## config.mk

```make
export PLATFORM = sky130hd
export DESIGN_NAME = preimage_scanner
export DESIGN_NICKNAME = d
export VERILOG_FILES = /design/src/rtl/preimage_scanner_pkg.sv /design/src/rtl/preimage_scanner_fwd_func.sv /design/src/rtl/preimage_scanner.sv
export SDC_FILE = /design/constraint.sdc
export NUM_CORES = 1
export LEC_CHECK = 0
export BUFFER_PORTS_ARGS = -buffer_cell sky130_fd_sc_hd__buf_2
export CAP_MARGIN = 10
export CORE_MARGIN = 1.5
export CORE_UTILIZATION = 23
export CTS_BUF_LIST = sky130_fd_sc_hd__clkbuf_4 sky130_fd_sc_hd__clkbuf_8 sky130_fd_sc_hd__clkbuf_16
export DETAILED_ROUTE_END_ITERATION = 12
export GPL_TIMING_DRIVEN = 0
export PLACE_DENSITY = 0.49
export SLEW_MARGIN = 20
export SYNTH_ARGS = -nofsm -noshare
export SYNTH_HDL_FRONTEND = slang
export SYNTH_SLANG_ARGS = --single-unit
```

## constraint.sdc

```tcl
create_clock -name clk -period 1.7 [get_ports clk]
set_input_delay 0.17 -clock clk [delete_from_list [all_inputs] [get_ports clk]]
set_output_delay 0.17 -clock clk [all_outputs]
set_load 0.01 [all_outputs]
```

## src/rtl/preimage_scanner_pkg.sv

```systemverilog
// Shared constants and state encoding for the preimage scanner.
// Every module that needs the index, target or count widths imports these definitions from here.
package preimage_scanner_pkg;

  localparam int IDX_W = 4;
  localparam int TGT_W = 2;
  localparam int CNT_W = 5;

  localparam logic [IDX_W-1:0] IDX_LAST = 4'd15;

  typedef enum logic [1:0] {
    ST_IDLE = 2'd0,
    ST_SCAN = 2'd1,
    ST_EMIT = 2'd2,
    ST_DONE = 2'd3
  } state_t;

endpackage

```

## src/rtl/preimage_scanner_fwd_func.sv

```systemverilog
// Forward function c = f(a, b), built as purely combinational gates.
// The inputs map as p=a[1], q=a[0], r=b[1], s=b[0].
module fwd_func (
  input  logic [1:0] a,
  input  logic [1:0] b,
  output logic [1:0] c
);

  logic w_p;
  logic w_q;
  logic w_r;
  logic w_s;

  assign w_p = a[1];
  assign w_q = a[0];
  assign w_r = b[1];
  assign w_s = b[0];

  assign c[1] = (~w_p & w_r & w_s) | (~w_p & w_q & w_r) | (w_p & ~w_r);
  assign c[0] = (w_q | w_r) & (w_p | w_q | w_s) & (~w_p | w_r);

endmodule

```

## src/rtl/preimage_scanner.sv

```systemverilog
// Walks all 16 {a,b} pairs in ascending order and presents each pair whose f(a,b)
// equals the latched target over a valid/ready style match port.
//
// match handshake: match_valid rises with match_a/match_b; all three hold until the
// first cycle out_ready=1 is sampled, at which edge the match is consumed.
module preimage_scanner
  import preimage_scanner_pkg::*;
(
  input  logic             clk,
  input  logic             rst,
  input  logic             start,
  input  logic [TGT_W-1:0] target,
  input  logic             out_ready,
  output logic             busy,
  output logic             match_valid,
  output logic [1:0]       match_a,
  output logic [1:0]       match_b,
  output logic             done,
  output logic [CNT_W-1:0] count
);

  state_t           r_state;
  logic [IDX_W-1:0] r_idx;
  logic [TGT_W-1:0] r_target;
  logic             r_busy;
  logic             r_valid;
  logic [1:0]       r_a;
  logic [1:0]       r_b;
  logic             r_done;
  logic [CNT_W-1:0] r_count;

  logic [1:0]       w_c;
  logic             w_hit;

  fwd_func u_fwd (
    .a (r_idx[3:2]),
    .b (r_idx[1:0]),
    .c (w_c)
  );

  assign w_hit = (w_c == r_target);

  // done is registered off the DONE state, so it appears on the cycle after DONE.
  always_ff @(posedge clk) begin
    if (rst) begin
      r_state  <= ST_IDLE;
      r_idx    <= '0;
      r_target <= '0;
      r_busy   <= 1'b0;
      r_valid  <= 1'b0;
      r_a      <= '0;
      r_b      <= '0;
      r_done   <= 1'b0;
      r_count  <= '0;
    end else begin
      r_done <= 1'b0;
      case (r_state)
        ST_IDLE: begin
          if (start) begin
            r_target <= target;
            r_idx    <= '0;
            r_count  <= '0;
            r_busy   <= 1'b1;
            r_state  <= ST_SCAN;
          end
        end
        ST_SCAN: begin
          if (w_hit) begin
            r_a     <= r_idx[3:2];
            r_b     <= r_idx[1:0];
            r_valid <= 1'b1;
            r_count <= r_count + CNT_W'(1);
            r_state <= ST_EMIT;
          end else if (r_idx == IDX_LAST) begin
            r_busy  <= 1'b0;
            r_state <= ST_DONE;
          end else begin
            r_idx <= r_idx + IDX_W'(1);
          end
        end
        ST_EMIT: begin
          if (out_ready) begin
            r_valid <= 1'b0;
            if (r_idx == IDX_LAST) begin
              r_busy  <= 1'b0;
              r_state <= ST_DONE;
            end else begin
              r_idx   <= r_idx + IDX_W'(1);
              r_state <= ST_SCAN;
            end
          end
        end
        ST_DONE: begin
          r_done  <= 1'b1;
          r_state <= ST_IDLE;
        end
        default: r_state <= ST_IDLE;
      endcase
    end
  end

  assign busy        = r_busy;
  assign match_valid = r_valid;
  assign match_a     = r_a;
  assign match_b     = r_b;
  assign done        = r_done;
  assign count       = r_count;

endmodule

```

==> flow_metrics.py <==
metrics = {
    "sta": {
        "maxSlewHeadroom": 0.699,
        "slew_violations": 0,
        "post-route-period-util": 1.04,
        "tns_ps": -275,
        "rsz0062_at_grt": "true",
        "setup_ws_ps": -65.7,
        "hold_ws_ps": 143,
        "finalHoldViolations": 0,
        "report.final.setup_viol": 8,
        "tightest_slew_ps": 452,
        "fmaxAchievable_mhz": 566,
        "period_needed_ps": 1770,
        "fin_worst_skew_ps": 2.92,
    },
    "floorplanning": {
        "die_h_um": 75.8,
        "rows": 26,
        "start_util": 0.238,
        "die_w_um": 75.8,
        "die-area_sq_um": 5740,
        "ios": 18,
        "core_sq_um": 5110,
    },
    "final_layout": {
        "layout.nets": 178,
        "drive_above_1_share": 0.378,
        "final_area_sq_um": 1610,
        "num_antenna_cells": 0,
        "fillers": 552,
        "instances_no_fill": 234,
        "area_growth_pct": 32.2,
    },
    "critical_path": {
        "end_kind": "flip-flop",
        "worst_ep_arrival_time_ps": 1970,
        "crit_type": "reg2reg",
        "critPathMaxFanout": 7,
        "required_ps": 1900,
        "start_kind": "flip-flop",
    },
    "place": {
        "routabilityCongestion": 0.777,
        "hpwl_mm": 2.05,
        "dp_cells": 226,
        "placed_area_sq_um": 1420,
        "numPortBuffers": 16,
    },
    "synthesis": {
        "synth_area_sq_um": 1220,
        "synth_warnings": 0,
        "synth_ff_type": "dfxtp_1",
        "synth_nets": 153,
        "yosys.cell_types.count": 45,
        "seq_area_frac_synth": 0.329,
        "async_flop_share": 0,
        "syn-instance-count": 140,
        "syn_area_per_cell_sq_um": 8.70,
        "synth-edff-count": 0,
        "ys_ff_latch": 20,
    },
    "power_and_ir_drop": {
        "clkPwrFrac": 0.180,
        "internal_power_uw": 1250,
        "combPwrFrac": 0.512,
        "pwr-share-seq": 0.308,
        "leakagePower_uw": 0.000622,
        "power.switching_uw": 866,
        "ir_drop_v": 0.000404,
        "power_density_nw_per_um2": 1310,
        "swShare": 0.410,
    },
    "clock_tree": {
        "cts.sinks": 20,
        "path_clk_slew_ps": 80,
        "htree_levels": 1,
        "hold_buffers": 0,
        "clockBufferDepth": 2,
        "worstSkewPairLatency_ps": 260,
        "tritoncts": "built",
        "cts_buffers": 3,
        "root_buffer": "clkbuf_8",
    },
    "run_status": {
        "violations": "negative setup slack",
        "status": "finished with violations",
    },
    "routing": {
        "drtIter0Drc": 51,
        "final_antenna_net_count": 0,
        "drc_errors": 0,
        "wl_per_cell_um": 13.0,
        "via_per_inst": 4.72,
        "drt_first_pass_iters": 4,
        "wl_mm": 3.05,
        "vias": 1105,
    },
    "flow_run": {
        "maxCapViolations": 0,
    },
    "global_routing": {
        "met3_usage": 0.0238,
        "grt_overflow_total": 0,
        "grt-busiest-layer": "met2",
        "grt_pass1_vias": 1016,
        "met2_usage": 0.180,
        "grt_max_degree": 12,
        "grt_pass1_wl_mm": 4.97,
        "grt_util_all_layers": 0.113,
        "met1_usage": 0.159,
        "grt_antenna_before_repair": 0,
    },
    "worst_hold_path": {
        "hold_class": "in2reg",
    },
}
==> placed cells by master (no fill, tap or decap), types with 2 or more instances in the layout <==
cell type / n
a21o_1: 3
a21oi_1: 6
a21oi_2: 2
a31oi_1: 3
and3_1: 3
buf_2: 17
buf_4: 5
buf_6: 3
clkbuf_8: 6
dfxtp_1: 16
dfxtp_2: 4
ha_1: 6
inv_1: 4
inv_2: 3
mux2i_1: 3
nand2_1: 14
nand2b_1: 2
nand3_1: 10
nand3b_1: 2
nand4_1: 4
nand4b_1: 3
nor2_1: 5
nor2b_1: 2
nor3_1: 3
o21ai_1: 2
==> registers in the layout, summed over array words and instances (netlist names) <==
| name | cells |
|---|---|
| count | 5 |
| r_idx | 4 |
| match_a | 2 |
| match_b | 2 |
| r_state | 2 |
| r_target | 2 |
| busy | 1 |
| done | 1 |
| match_valid | 1 |
==> power groups by stage <==
| stage | Clock [uW] | Sequential (uW) | Combinational [uW] |
|---|---|---|---|
| finish | 380 | 651 | 1080 |
| global route | 409 | 666 | 1190 |
| CTS | 390 | 645 | 987 |
| detailed placement | 0 | 648 | 851 |
| global placement | 0 | 647 | 858 |
| floorplan | 0 | 643 | 646 |
==> cell usage after synthesis, types with 2 or more instances <==
library cell	instances	area share
clkbuf_8	2	0.023
a21o_1	4	0.025
nor2b_1	2	0.010
buf_6	3	0.028
a31o_2	2	0.014
a31oi_1	3	0.015
nor3_1	3	0.012
nand2b_1	2	0.010
and3_1	4	0.021
ha_1	7	0.072
o21ai_0	5	0.021
nand4b_1	3	0.022
a21oi_1	7	0.029
o31ai_1	2	0.012
clkbuf_1	2	0.0062
mux2i_1	3	0.025
nand2_1	15	0.046
nand4_1	4	0.021
dfxtp_1	20	0.33
inv_1	7	0.022
nor2_1	6	0.018
nand3_1	10	0.041
nand3b_1	2	0.012
==> path summary, 6_finish.rpt <==
kind / startpoint / to / slack [ps] / cells past startpoint
min: target[1] / r_target[1]$_SDFFE_PP0P_ / 140 / 3
max reg2reg: r_idx[1]$_SDFFE_PP0P_ / r_state[1]$_SDFFE_PP0P_ / -70 / 6
max: r_idx[1]$_SDFFE_PP0P_ / r_state[1]$_SDFFE_PP0P_ / -70 / 6
min reg2reg: match_b[0]$_SDFFE_PP0P_ / match_b[0]$_SDFFE_PP0P_ / 500 / 2
==> cells by family after synthesis <==
family,count (synthesis),share of synthesized area
buffers and inverters,15,0.0822
flip-flops,20,0.329
multiplexers,3,0.0247
adder cells (fa/ha/maj),7,0.0719
AND/OR/NAND/NOR,58,0.260
AO/OA/AOI/OAI,36,0.225
XOR/XNOR,1,0.00720
==> final cells by class <==
cell class / instances / area [sq um] / share of cell area
buffer: 7 / 70.1 / 0.0435
multi-input combinational: 105 / 847 / 0.526
tap: 70 / 87.6 / 0.0544
clock buffer: 4 / 55.1 / 0.0342
timing repair buffer: 21 / 118 / 0.0731
inverter: 7 / 26.3 / 0.0163
sequential: 20 / 405 / 0.252
==> repair_timing <==
item                       in CTS  in global routing
setup buffers                   3                  1
hold endpoints to repair        0                  0
pin swaps                      10                  3
gates cloned                    1                  0
resized for setup              17                 15
setup endpoints to repair      17                 17
==> per-layer routing <==
layer | routed length, um | part of all wire
met5 | 0 | 0
met4 | 24 | 0.0079
met3 | 100 | 0.033
met2 | 1440 | 0.47
met1 | 1490 | 0.49
==> critical path: stages (launching register included) <==
cell and delay, ps:
dfxtp_2 330, buf_6 130, a2111oi_4 310, a311o_2 240, a21oi_2 90, or4_4 490
a21oi_2 120
==> through the flow <==
stage	util	power [uW]	setup slack, ps
final	0.315	2110	-65.7
after global routing	0.315	2270	-146
after CTS	0.303	2020	-83.3
after detailed placement	0.277	1500	-338
after global placement	0.277	1500	-351
after floorplan	-	1290	1.39
Note: power is estimated with default switching activity, not from simulation.
